==> config.mk <==
export PLATFORM = sky130hd
export DESIGN_NAME = pwm_duty_ramp_controller
export DESIGN_NICKNAME = d
export VERILOG_FILES = /design/src/rtl/pwm_duty_ramp_controller.sv
export SDC_FILE = /design/constraint.sdc
export NUM_CORES = 1
export LEC_CHECK = 0
export ABC_AREA = 1
export CORE_MARGIN = 2
export CORE_UTILIZATION = 50
export CTS_CLUSTER_SIZE = 16
export DETAILED_ROUTE_END_ITERATION = 8
export GPL_TIMING_DRIVEN = 0
export MAX_ROUTING_LAYER = met4
export PLACE_DENSITY = 0.75
export SYNTH_ARGS = -nofsm -noshare
export SYNTH_HDL_FRONTEND = slang
export SYNTH_SLANG_ARGS = --single-unit
==> constraint.sdc <==
create_clock -name clk -period 1.9 [get_ports clk]
set_clock_uncertainty 0.05 [all_clocks]
set_input_delay 0.57 -clock clk [delete_from_list [all_inputs] [get_ports clk]]
set_output_delay 0.57 -clock clk [all_outputs]
set_load 0.01 [all_outputs]
==> src/rtl/pwm_duty_ramp_controller.sv <==
// pwm_duty_ramp_controller
// Walks the PWM generator's duty level toward a requested target, one
// 10% step at a time, using fixed-width increase/decrease pulses separated
// by a fixed idle gap. The generator's level is mirrored locally so the
// current duty is known without any feedback path from the PWM block.
module pwm_duty_ramp_controller #(
  parameter int PULSE_CYCLES = 10,
  parameter int GAP_CYCLES   = 10,
  parameter int MIN_LEVEL    = 1,
  parameter int MAX_LEVEL    = 9,
  parameter int RESET_LEVEL  = 5
) (
  input  logic       clk,
  input  logic       rst,
  input  logic [3:0] ui_target_duty,
  input  logic       ui_load,
  input  logic       ui_hold,
  output logic       uo_increase_duty,
  output logic       uo_decrease_duty,
  output logic [3:0] uo_duty_level,
  output logic       uo_busy,
  output logic       uo_done
);

  localparam logic [3:0] MIN_L   = 4'(MIN_LEVEL);
  localparam logic [3:0] MAX_L   = 4'(MAX_LEVEL);
  localparam logic [3:0] RST_L   = 4'(RESET_LEVEL);
  // The shared counter counts down to zero, so it is loaded with length-1.
  localparam logic [7:0] PULSE_LD = 8'(PULSE_CYCLES - 1);
  localparam logic [7:0] GAP_LD   = 8'(GAP_CYCLES - 1);

  typedef enum logic [1:0] {
    ST_IDLE  = 2'd0,
    ST_PULSE = 2'd1,
    ST_GAP   = 2'd2
  } state_t;

  state_t     state_q, state_d;
  logic [7:0] cnt_q, cnt_d;
  logic       dir_up_q, dir_up_d;
  logic [3:0] level_q, level_d;
  logic [3:0] target_q, target_d;
  logic       inc_q, inc_d;
  logic       dec_q, dec_d;
  logic       busy_q, busy_d;
  logic       done_q, done_d;

  // Saturate a requested level into the commandable window.
  function automatic logic [3:0] clamp_level(input logic [3:0] v);
    logic [3:0] r;
    r = v;
    if (v > MAX_L) begin
      r = MAX_L;
    end else if (v < MIN_L) begin
      r = MIN_L;
    end
    return r;
  endfunction

  // Target register input: a load lands immediately, so a decision made on
  // the same edge already sees the new value.
  always_comb begin
    target_d = target_q;
    if (ui_load) begin
      target_d = clamp_level(ui_target_duty);
    end
  end

  // Next-state, counter, level mirror and registered-output decode.
  always_comb begin
    state_d  = state_q;
    cnt_d    = cnt_q;
    dir_up_d = dir_up_q;
    level_d  = level_q;
    done_d   = 1'b0;

    unique case (state_q)
      ST_IDLE: begin
        // Idle compares against the registered target, so a fresh load
        // starts its first pulse one edge after it is captured.
        if (!ui_hold && (level_q != target_q)) begin
          state_d  = ST_PULSE;
          cnt_d    = PULSE_LD;
          dir_up_d = (target_q > level_q);
        end
      end

      ST_PULSE: begin
        if (cnt_q == 8'd0) begin
          // The mirrored level moves on the same edge the pulse drops,
          // which is when the generator registers the step.
          level_d = dir_up_q ? (level_q + 4'd1) : (level_q - 4'd1);
          state_d = ST_GAP;
          cnt_d   = GAP_LD;
        end else begin
          cnt_d = cnt_q - 8'd1;
        end
      end

      ST_GAP: begin
        if (cnt_q == 8'd0) begin
          if (level_q == target_d) begin
            state_d = ST_IDLE;
            done_d  = 1'b1;
          end else if (ui_hold) begin
            state_d = ST_IDLE;
          end else begin
            // Direction is re-evaluated so a mid-ramp load can reverse it.
            state_d  = ST_PULSE;
            cnt_d    = PULSE_LD;
            dir_up_d = (target_d > level_q);
          end
        end else begin
          cnt_d = cnt_q - 8'd1;
        end
      end

      default: begin
        state_d = ST_IDLE;
      end
    endcase

    // Pulse outputs are decoded from the next state so that the
    // registered versions line up exactly with the PULSE state.
    inc_d  = (state_d == ST_PULSE) &&  dir_up_d;
    dec_d  = (state_d == ST_PULSE) && !dir_up_d;
    busy_d = (state_d != ST_IDLE);
  end

  // State, mirror and output registers with synchronous reset.
  always_ff @(posedge clk) begin
    if (rst) begin
      state_q  <= ST_IDLE;
      cnt_q    <= 8'd0;
      dir_up_q <= 1'b1;
      level_q  <= RST_L;
      target_q <= RST_L;
      inc_q    <= 1'b0;
      dec_q    <= 1'b0;
      busy_q   <= 1'b0;
      done_q   <= 1'b0;
    end else begin
      state_q  <= state_d;
      cnt_q    <= cnt_d;
      dir_up_q <= dir_up_d;
      level_q  <= level_d;
      target_q <= target_d;
      inc_q    <= inc_d;
      dec_q    <= dec_d;
      busy_q   <= busy_d;
      done_q   <= done_d;
    end
  end

  assign uo_increase_duty = inc_q;
  assign uo_decrease_duty = dec_q;
  assign uo_duty_level    = level_q;
  assign uo_busy          = busy_q;
  assign uo_done          = done_q;

endmodule

# == Yosys cells after proc, flatten, opt, wreduce, memory -nomap -nowiden ==
# Index checks and enable logic that the tools add are counted.
# totals
ff_bits,23
output_inout_bits,8
elab_cells,60
inputBits,8
# classes
reduce_logical,12
n_bitwise,2
add_sub_neg,3
mux,22
eq_ne,8
n_lt_le_gt_ge,4
# ops
operator,count
two-way mux 8 bit,5
case mux 8 bit (3 select lines),1
two-way mux 4 bit,4
greater-than comparator 4 bit,2
zero test 8 bit,1
"subtractor 8 x 1 -> 8 bit, second input constant",1
two-way mux 1 bit,7
two-way mux 2 bit,3
"!= test 3 bit, second input constant",2
case mux 2 bit (3 select lines),1
"adder 4 x 1 -> 4 bit, second input constant",1
"== test 2 x 1 -> 1 bit, second input constant",2
== test 4 bit,1
"greater-than comparator 4 bit, second input constant",1
"less-than comparator 4 x 1 -> 1 bit, second input constant",1
!= test 4 bit,1
AND reduction 4 bit,1
"subtractor 4 x 1 -> 4 bit, second input constant",1
logical AND 1 bit,3
nonzero test 3 bit,1
OR reduction 3 bit,1
"== test 2 bit, second input constant",1
zero test 1 bit,2
zero test 2 bit,1
other kinds (5),6

# == Depth between registers and ports, before layout ==
# Gate-level depths: netlist (run 1).
# depth
depth_word,11
depth_mapped,15
depth_no_buf,15

# == Least setup slack after synthesis (run 1) ==
# No wires, ideal clock.
# synth_path
kind,input to register
from,input port ui_target_duty[2]
to,register dir_up_q
required_ns,1.732
path_stages,14
setup_slack_ns,-0.170
arrival_ns,1.902
n_path_buf,0
setup_time_ns,0.118
path_cell_list,nor2_1 -> xor2_1 -> o31ai_1 -> ha_1 -> nand2_1 -> nor2_1 -> nor2_1 -> nand2_2 -> inv_2 -> nand2_1 -> clkinv_1 -> nor2_1 -> nor2_1 -> nand2_1
# synth_via
elab_chain_len,9
elab_cells_between_ends,11
cone_classes,3 x order compare; 1 x eq/ne; 7 x mux
# synth_rtl
item,line,rtl
start: declaration,15,"input logic [3:0] ui_target_duty,"
less-than comparator 4 x 1 -> 1 bit,54,end else if (v < MIN_L) begin
two-way mux 4 bit,54,
two-way mux 4 bit (*),52,if (v > MAX_L) begin
two-way mux 4 bit (*),64,if (ui_load) begin
greater-than comparator 4 bit,111,dir_up_d = (target_d > level_q);
two-way mux 1 bit,105,end else if (ui_hold) begin
two-way mux 1 bit (*),102,if (level_q == target_d) begin
two-way mux 1 bit (*),101,if (cnt_q == 8'd0) begin
case mux 1 bit (2 select lines) (*),77,unique case (state_q)
end signal: assignment,145,dir_up_q <= dir_up_d;
end: declaration,40,"logic dir_up_q, dir_up_d;"
# Every way passes the cells marked *; elsewhere a longest branch is shown, timed or not.
# A chain may end at the register's enable or synchronous reset.

# == Worst setup path in the final report (run 1) ==
# layout_path
from,input port ui_load
to,register cnt_q[4]
# layout_via
elab_chain_len,4
# layout_rtl
item,line,rtl
start: declaration,16,"input logic ui_load,"
two-way mux 4 bit,64,
net target_d[2],42,"logic [3:0] target_q, target_d;"
== test 4 bit,102,
!= test 3 bit (no source line),--,
AND reduction 4 bit (no source line),--,
end signal: assignment,144,cnt_q <= cnt_d;
end: declaration,39,"logic [7:0] cnt_q, cnt_d;"
# The timed path passes the listed nets, and every way through them passes these cells.

==> summary.txt, run 1 <==
Slowest library cell on the worst path = ha_1
CP peak stage delay = 240 ps
DP Area = 1730 um2
DRT Pass-1 Iters = 4
Yosys top cell by area = dfxtp_1
CP most frequent cell = nor2_4
Post-synth top cells = 54 x nand2_1, 29 x inv_1, 24 x nor2_1
PwrDens = 1390 nW/um2
Vias per cell = 5.06
Top-area cell type share of the netlist area = 30.2%
Seq cells post-synth = 23
CP top delay family = simple AND/OR/NAND/NOR gates
Finished Layout Cells = 275
Antenna violations before repair = 0
Die Ht = 59.3 um
Leakage power = 0.893 nW
First-pass GRT wire length = 5490 um
Cts bufs inserted = 3
Die X = 59.3 um
CTS max path bufs = 2
Total Power = 2.67 mW
Worst vdd ir = 0.743 mV
Worst setup SP type = primary input
Combinational group share of total power = 64.1%
Setup total negative slack = -187 ps
Syn_area_per_cell = 6.94 um2
# IOs = 16
Fin crit period = 1930 ps
Primary FF master, synth = dfxtp_1
Port Buf Inserts = 14
Sequential share of the synthesized area = 30.2%
Clk sink count = 23
Mapped Nets = 245
Max_cap viols = 0
Cells after DPL = 267
Fillcell total = 268
ANT cells = 0
Worst Setup End Kind = register
Failing checks = negative setup slack
WL final = 3230 um
Final hold violation count = 0
DRC Markers = 0
Synth-to-layout area growth = 25.8%
H-tree lvl count = 1
# hold bufs at CTS = 0
Worst-Skew Late Latency = 330 ps
Finished Cell Area = 1920 um2
Grt ovf = 0
Core Box Area = 2980 um2
Async SR Flop Fraction = 0%
Sw frac = 49.0%
Nets = 268
Worst path arrival time = 2130 ps
Row count = 20
Post-synth EDFFs = 0
TritonCTS clock tree = done
GRT Total Usage = 20.8%
DRT iter0 DRCs = 38
CP bufs+invs = 2
Net Switching = 1.31 mW
Cells after Synth = 220
Die area = 3510 um2
Synth area leaders = dfxtp_1 30%, nand2_1 13%, ha_1 13%, inv_1 7.1%, nor2_1 5.9%
Clock power frac = 8.9%
Worst-path clk slew = 140 ps
Unique masters post-synth = 30
Sequential share of power = 26.9%
Slew at the pin closest to its max-slew limit = 469 ps
Most numerous cell in the Yosys netlist = nand2_1
Max Freq = 517 MHz
Ys Warns = 0
Max-slew violations = 0
Worst Hold Class = reg2reg
Routed Antenna Nets = 0
Worst Setup Path Type = in2reg
Total number of vias = 1391
FF+latch area = 473 um2
CP cell instances = buf_6 > clkinvlp_4 > nor2_4 > a22o_1 > ha_1 > nand2_2 > nor2_4 > nor2_4 > nor2_2 > nor2_4 > nand2_1 > a21oi_1
Critical Path RT = 2100 ps
Initial Util = 51.3%
Clock Tree Root = clkbuf_4
Status = finished with violations
Post-DR wirelength/cell = 11.7 um
Largest net degree at the start of global routing = 14
GP Congestion = 0.840
DP HPWL = 2380 um
Worst slew margin relative to its limit = 68.7%
Final WS setup = -34.8 ps
Int Power = 1.36 mW
Vias in the first global route = 1270
Synth Cell Area = 1530 um2
RSZ-0062 raised after global routing = yes
Worst-path fanout max = 8
Setup violators final = 9
Share of layout cells above drive strength 1 = 23.1%
Area of the multi-input gates = 1070 um2
Period Utilization, post-route = 102%
==> state kept, by name, indices dropped and copies added, names as in the netlist <==
signal	flops
cnt_q	8
dir_up_q	1
state_q	2
target_q	4
uo_busy	1
uo_decrease_duty	1
uo_done	1
uo_duty_level	4
uo_increase_duty	1
==> worst min-delay path: stages (launching register included) <==
cell and delay (ps):
dfxtp_1 360, nand2_2 60, a21oi_1 50
==> area by class of cell <==
type,count,area share (%)
well taps,33,2.15
multi-input cells,163,55.9
inverters,31,6.32
clock inverters,1,0.261
repair buffers,18,8.99
clock buffers,3,1.17
plain buffers,3,0.586
flip-flops and latches,23,24.6
==> what timing repair did <==
item	CTS	global route
pin swaps	24	21
buffers inserted	2	2
cloned	0	0
gates resized for setup	46	17
setup endpoints to repair	18	15
==> metrics by stage <==
step | worst slack, ps | utilization (%) | hold WS, ps
6_report | -34.8 | 64.5 | 450
4_1_cts | -108 | 62.4 | 448
3_5_place_dp | -933 | 58.2 | 427
2_1_floorplan | -116 | - | 409
3_3_place_gp | -926 | 58.2 | 425
5_1_grt | -141 | 64.5 | 470
==> power groups by stage <==
| stage | clock (mW) | sequential (mW) | combinational, mW |
|---|---|---|---|
| 6_report | 0.238 | 0.719 | 1.71 |
| 5_1_grt | 0.255 | 0.743 | 1.94 |
| 4_1_cts | 0.240 | 0.713 | 1.63 |
| 3_5_place_dp | 0 | 0.715 | 1.53 |
| 3_3_place_gp | 0 | 0.713 | 1.50 |
| 2_1_floorplan | 0 | 0.717 | 1.16 |
==> metal layers <==
layer	GRT usage (%)	wire length, um	vias to the layer above
li1	-	-	747
met1	27.8	1580	624
met2	33.1	1540	15
met3	2.62	60	5
met4	5.84	38	0
met5	-	0	-
==> logic make-up (layout without fill, tap and decap cells) <==
logic type      after synthesis  count (layout)  synth area share (%)
compound gates               31              31                  11.6
xor+xnor                      6               6                  3.44
fa+ha+maj                    17              17                  14.4
buf+inv                      34              56                  8.36
flops                        23              23                  30.2
simple gates                109             109                  32.0
==> cell usage in the layout, fill, tap and decap left out, types with 4 or more instances in the layout <==
cell type | netlist | layout
nand2_1 | 54 | 40
inv_1 | 29 | 27
dfxtp_1 | 23 | 19
nand2_2 | 3 | 17
nor2_1 | 24 | 17
a21oi_1 | 17 | 16
ha_1 | 16 | 16
nand3_1 | 13 | 11
nor2_4 | 0 | 7
clkdlybuf4s50_1 | 0 | 7
nand4_1 | 4 | 4
o21ai_0 | 4 | 4
buf_4 | 0 | 4
==> final timing paths <==
path | from | cells after the start | slack (ps) | endpoint
setup reg to reg | uo_duty_level[3]$_SDFFE_PP0P_ | 9 | 70 | cnt_q[4]$_SDFFE_PP0P_
hold reg to reg | cnt_q[1]$_SDFFE_PP0P_ | 2 | 450 | cnt_q[1]$_SDFFE_PP0P_
setup / recovery | ui_load | 12 | -30 | cnt_q[4]$_SDFFE_PP0P_
hold / removal | cnt_q[1]$_SDFFE_PP0P_ | 2 | 450 | cnt_q[1]$_SDFFE_PP0P_
Power figures use the tool's default switching activity.
==> inputs of run 2 (changes only) <==
Settings changed: REMOVE_ABC_BUFFERS set to 1.
==> run 2 against run 1 <==
Against the previous run: the flow still finishes with violations (negative setup slack); global-route usage rose by 0.27 points; worst setup slack got worse by 4.7 ps; total power fell by 1.5%; utilization fell by 1.3 points; fmax fell by 0.24%; critical endpoint is now dir_up_q$_SDFF_PP1_; via count rose by 3.8%; highest routed layer unchanged; sequential power fell by 1%; critical path depth rose by 2; die area did not move; largest cell class unchanged; design area fell by 2.0%; non-clock buffer count fell by 1.
==> summary.txt, run 2 (same netlist as run 1, synthesis figures left out) <==
WL final = 3310 um
Worst r2r path cells = 9
Combinational group share of total power = 64.3%
Finished Layout Cells = 274
# hold bufs at CTS = 0
Commonest cells after routing, fill and taps aside = 49 x nand2_1, 28 x inv_1, 19 x dfxtp_1
GP Congestion = 0.832
Worst slew margin relative to its limit = 54.5%
Cts bufs inserted = 3
Critical Path Sink = dir_up_q$_SDFF_PP1_
Grt ovf = 0
DP HPWL = 2350 um
Row count = 20
Cells after DPL = 265
Nets = 267
First-pass GRT wire length = 5550 um
ANT cells = 0
Worst-Skew Late Latency = 310 ps
Failing checks = negative setup slack
Critical Path RT = 2060 ps
Clock power frac = 8.7%
DP Area = 1710 um2
Max-slew violations = 0
RSZ-0062 raised after global routing = yes
Final hold violation count = 0
Worst setup path startpoint = ui_load
# IOs = 16
Vias in the first global route = 1277
Routed Antenna Nets = 0
Die X = 59.3 um
Net Switching = 1.28 mW
Sw frac = 48.7%
Pre-CTS setup slack = -946 ps
GRT Total Usage = 21.1%
Share of layout cells above drive strength 1 = 18.7%
Met3 wire length = 109 um
Fillcell total = 268
CTS max path bufs = 2
Worst setup SP type = primary input
Reg with most FFs = cnt_q
Total Power = 2.63 mW
Worst vdd ir = 0.811 mV
Clk sink count = 23
DRT Pass-1 Iters = 4
Initial Util = 51.3%
Setup violators final = 7
Port Buf Inserts = 15
Status = finished with violations
H-tree lvl count = 1
Sequential share of power = 27.0%
Max Freq = 516 MHz
Worst-path fanout max = 6
Worst Hold Class = reg2reg
Period Utilization, post-route = 102%
TritonCTS clock tree = done
Reg-to-reg startpoint = uo_duty_level[1]$_SDFFE_PP0P_
Die area = 3510 um2
Leakage power = 0.904 nW
Metal-1 WL = 1560 um
Worst Setup End Kind = register
Clock Tree Root = clkbuf_4
DRC Markers = 0
Max FFs per register = 8
PwrDens = 1400 nW/um2
DRT iter0 DRCs = 35
Worst reg2reg endpoint = cnt_q[2]$_SDFFE_PP0P_
Final WS setup = -39.5 ps
Highest routed layer = met4
Antenna violations before repair = 0
Worst Setup Path Type = in2reg
Vias per cell = 5.27
R2R Setup Slk = 80 ps
Post-DR wirelength/cell = 12.1 um
Synth-to-layout area growth = 23.4%
Commonest non-fill, non-tap cell in the layout = nand2_1
Int Power = 1.35 mW
Worst path arrival time = 2100 ps
Max_cap viols = 0
Worst-path clk slew = 130 ps
Largest net degree at the start of global routing = 18
Fin crit period = 1940 ps
Wire length on met2 = 1580 um
Finished Cell Area = 1880 um2
Total number of vias = 1444
Die Ht = 59.3 um
Core Box Area = 2980 um2
Slew at the pin closest to its max-slew limit = 681 ps
run 2: worst min-delay path by stage:
stage / endpoint / startpoint / cells past startpoint
after floorplan: cnt_q[1]$_SDFFE_PP0P_ / cnt_q[1]$_SDFFE_PP0P_ / 2
after global placement: cnt_q[1]$_SDFFE_PP0P_ / cnt_q[1]$_SDFFE_PP0P_ / 2
after detailed placement: cnt_q[1]$_SDFFE_PP0P_ / cnt_q[1]$_SDFFE_PP0P_ / 2
after CTS: cnt_q[1]$_SDFFE_PP0P_ / cnt_q[1]$_SDFFE_PP0P_ / 2
after global routing: cnt_q[1]$_SDFFE_PP0P_ / cnt_q[1]$_SDFFE_PP0P_ / 2
final: cnt_q[1]$_SDFFE_PP0P_ / cnt_q[1]$_SDFFE_PP0P_ / 2
run 2: worst max-delay path: stages:
cell      delay, ps
buf_2           110
inv_4            90
nor2_4           60
a22o_1          200
ha_1            300
nand2_2         100
buf_4           120
inv_1            40
a21oi_2         140
nand2_2          80
clkinv_2         40
nor2_1           30
nor2_1          140
nand2_1          60
run 2: final cells by class:
type | instances | area [um2] | area share, %
clock buffers | 4 | 26.3 | 1.40
flip-flops and latches | 23 | 468 | 24.9
inverters | 31 | 120 | 6.38
repair buffers | 20 | 189 | 10.0
well taps | 33 | 41.3 | 2.19
multi-input cells | 163 | 1040 | 55.1
run 2: layer usage:
metal	vias up	GRT usage [%]
li1	745	-
met2	27	34.7
met4	0	4.87
met5	-	-
met3	6	1.97
met1	666	28.0
run 2: power groups by stage:
| stage | sequential, mW | clock [mW] | combinational [mW] |
|---|---|---|---|
| 4_1_cts | 0.715 | 0.239 | 1.61 |
| 5_1_grt | 0.729 | 0.261 | 1.91 |
| 2_1_floorplan | 0.717 | 0 | 1.15 |
| 3_5_place_dp | 0.717 | 0 | 1.51 |
| 3_3_place_gp | 0.715 | 0 | 1.49 |
| 6_report | 0.711 | 0.229 | 1.69 |
run 2: stage by stage:
stage          util (%)  hold slack (ps)  setup TNS, ps
3_5_place_dp       57.3              429         -12560
5_1_grt            63.2              462          -1090
3_3_place_gp       57.3              428         -12800
6_report           63.2              444          -92.2
4_1_cts            61.6              450           -540
2_1_floorplan         -              403          -1760
run 2: what timing repair did:
action,in CTS,in global routing
setup buffers,4,1
pin swaps,15,18
hold endpoints to repair,0,0
setup endpoints to repair,17,17
resized for setup,41,14
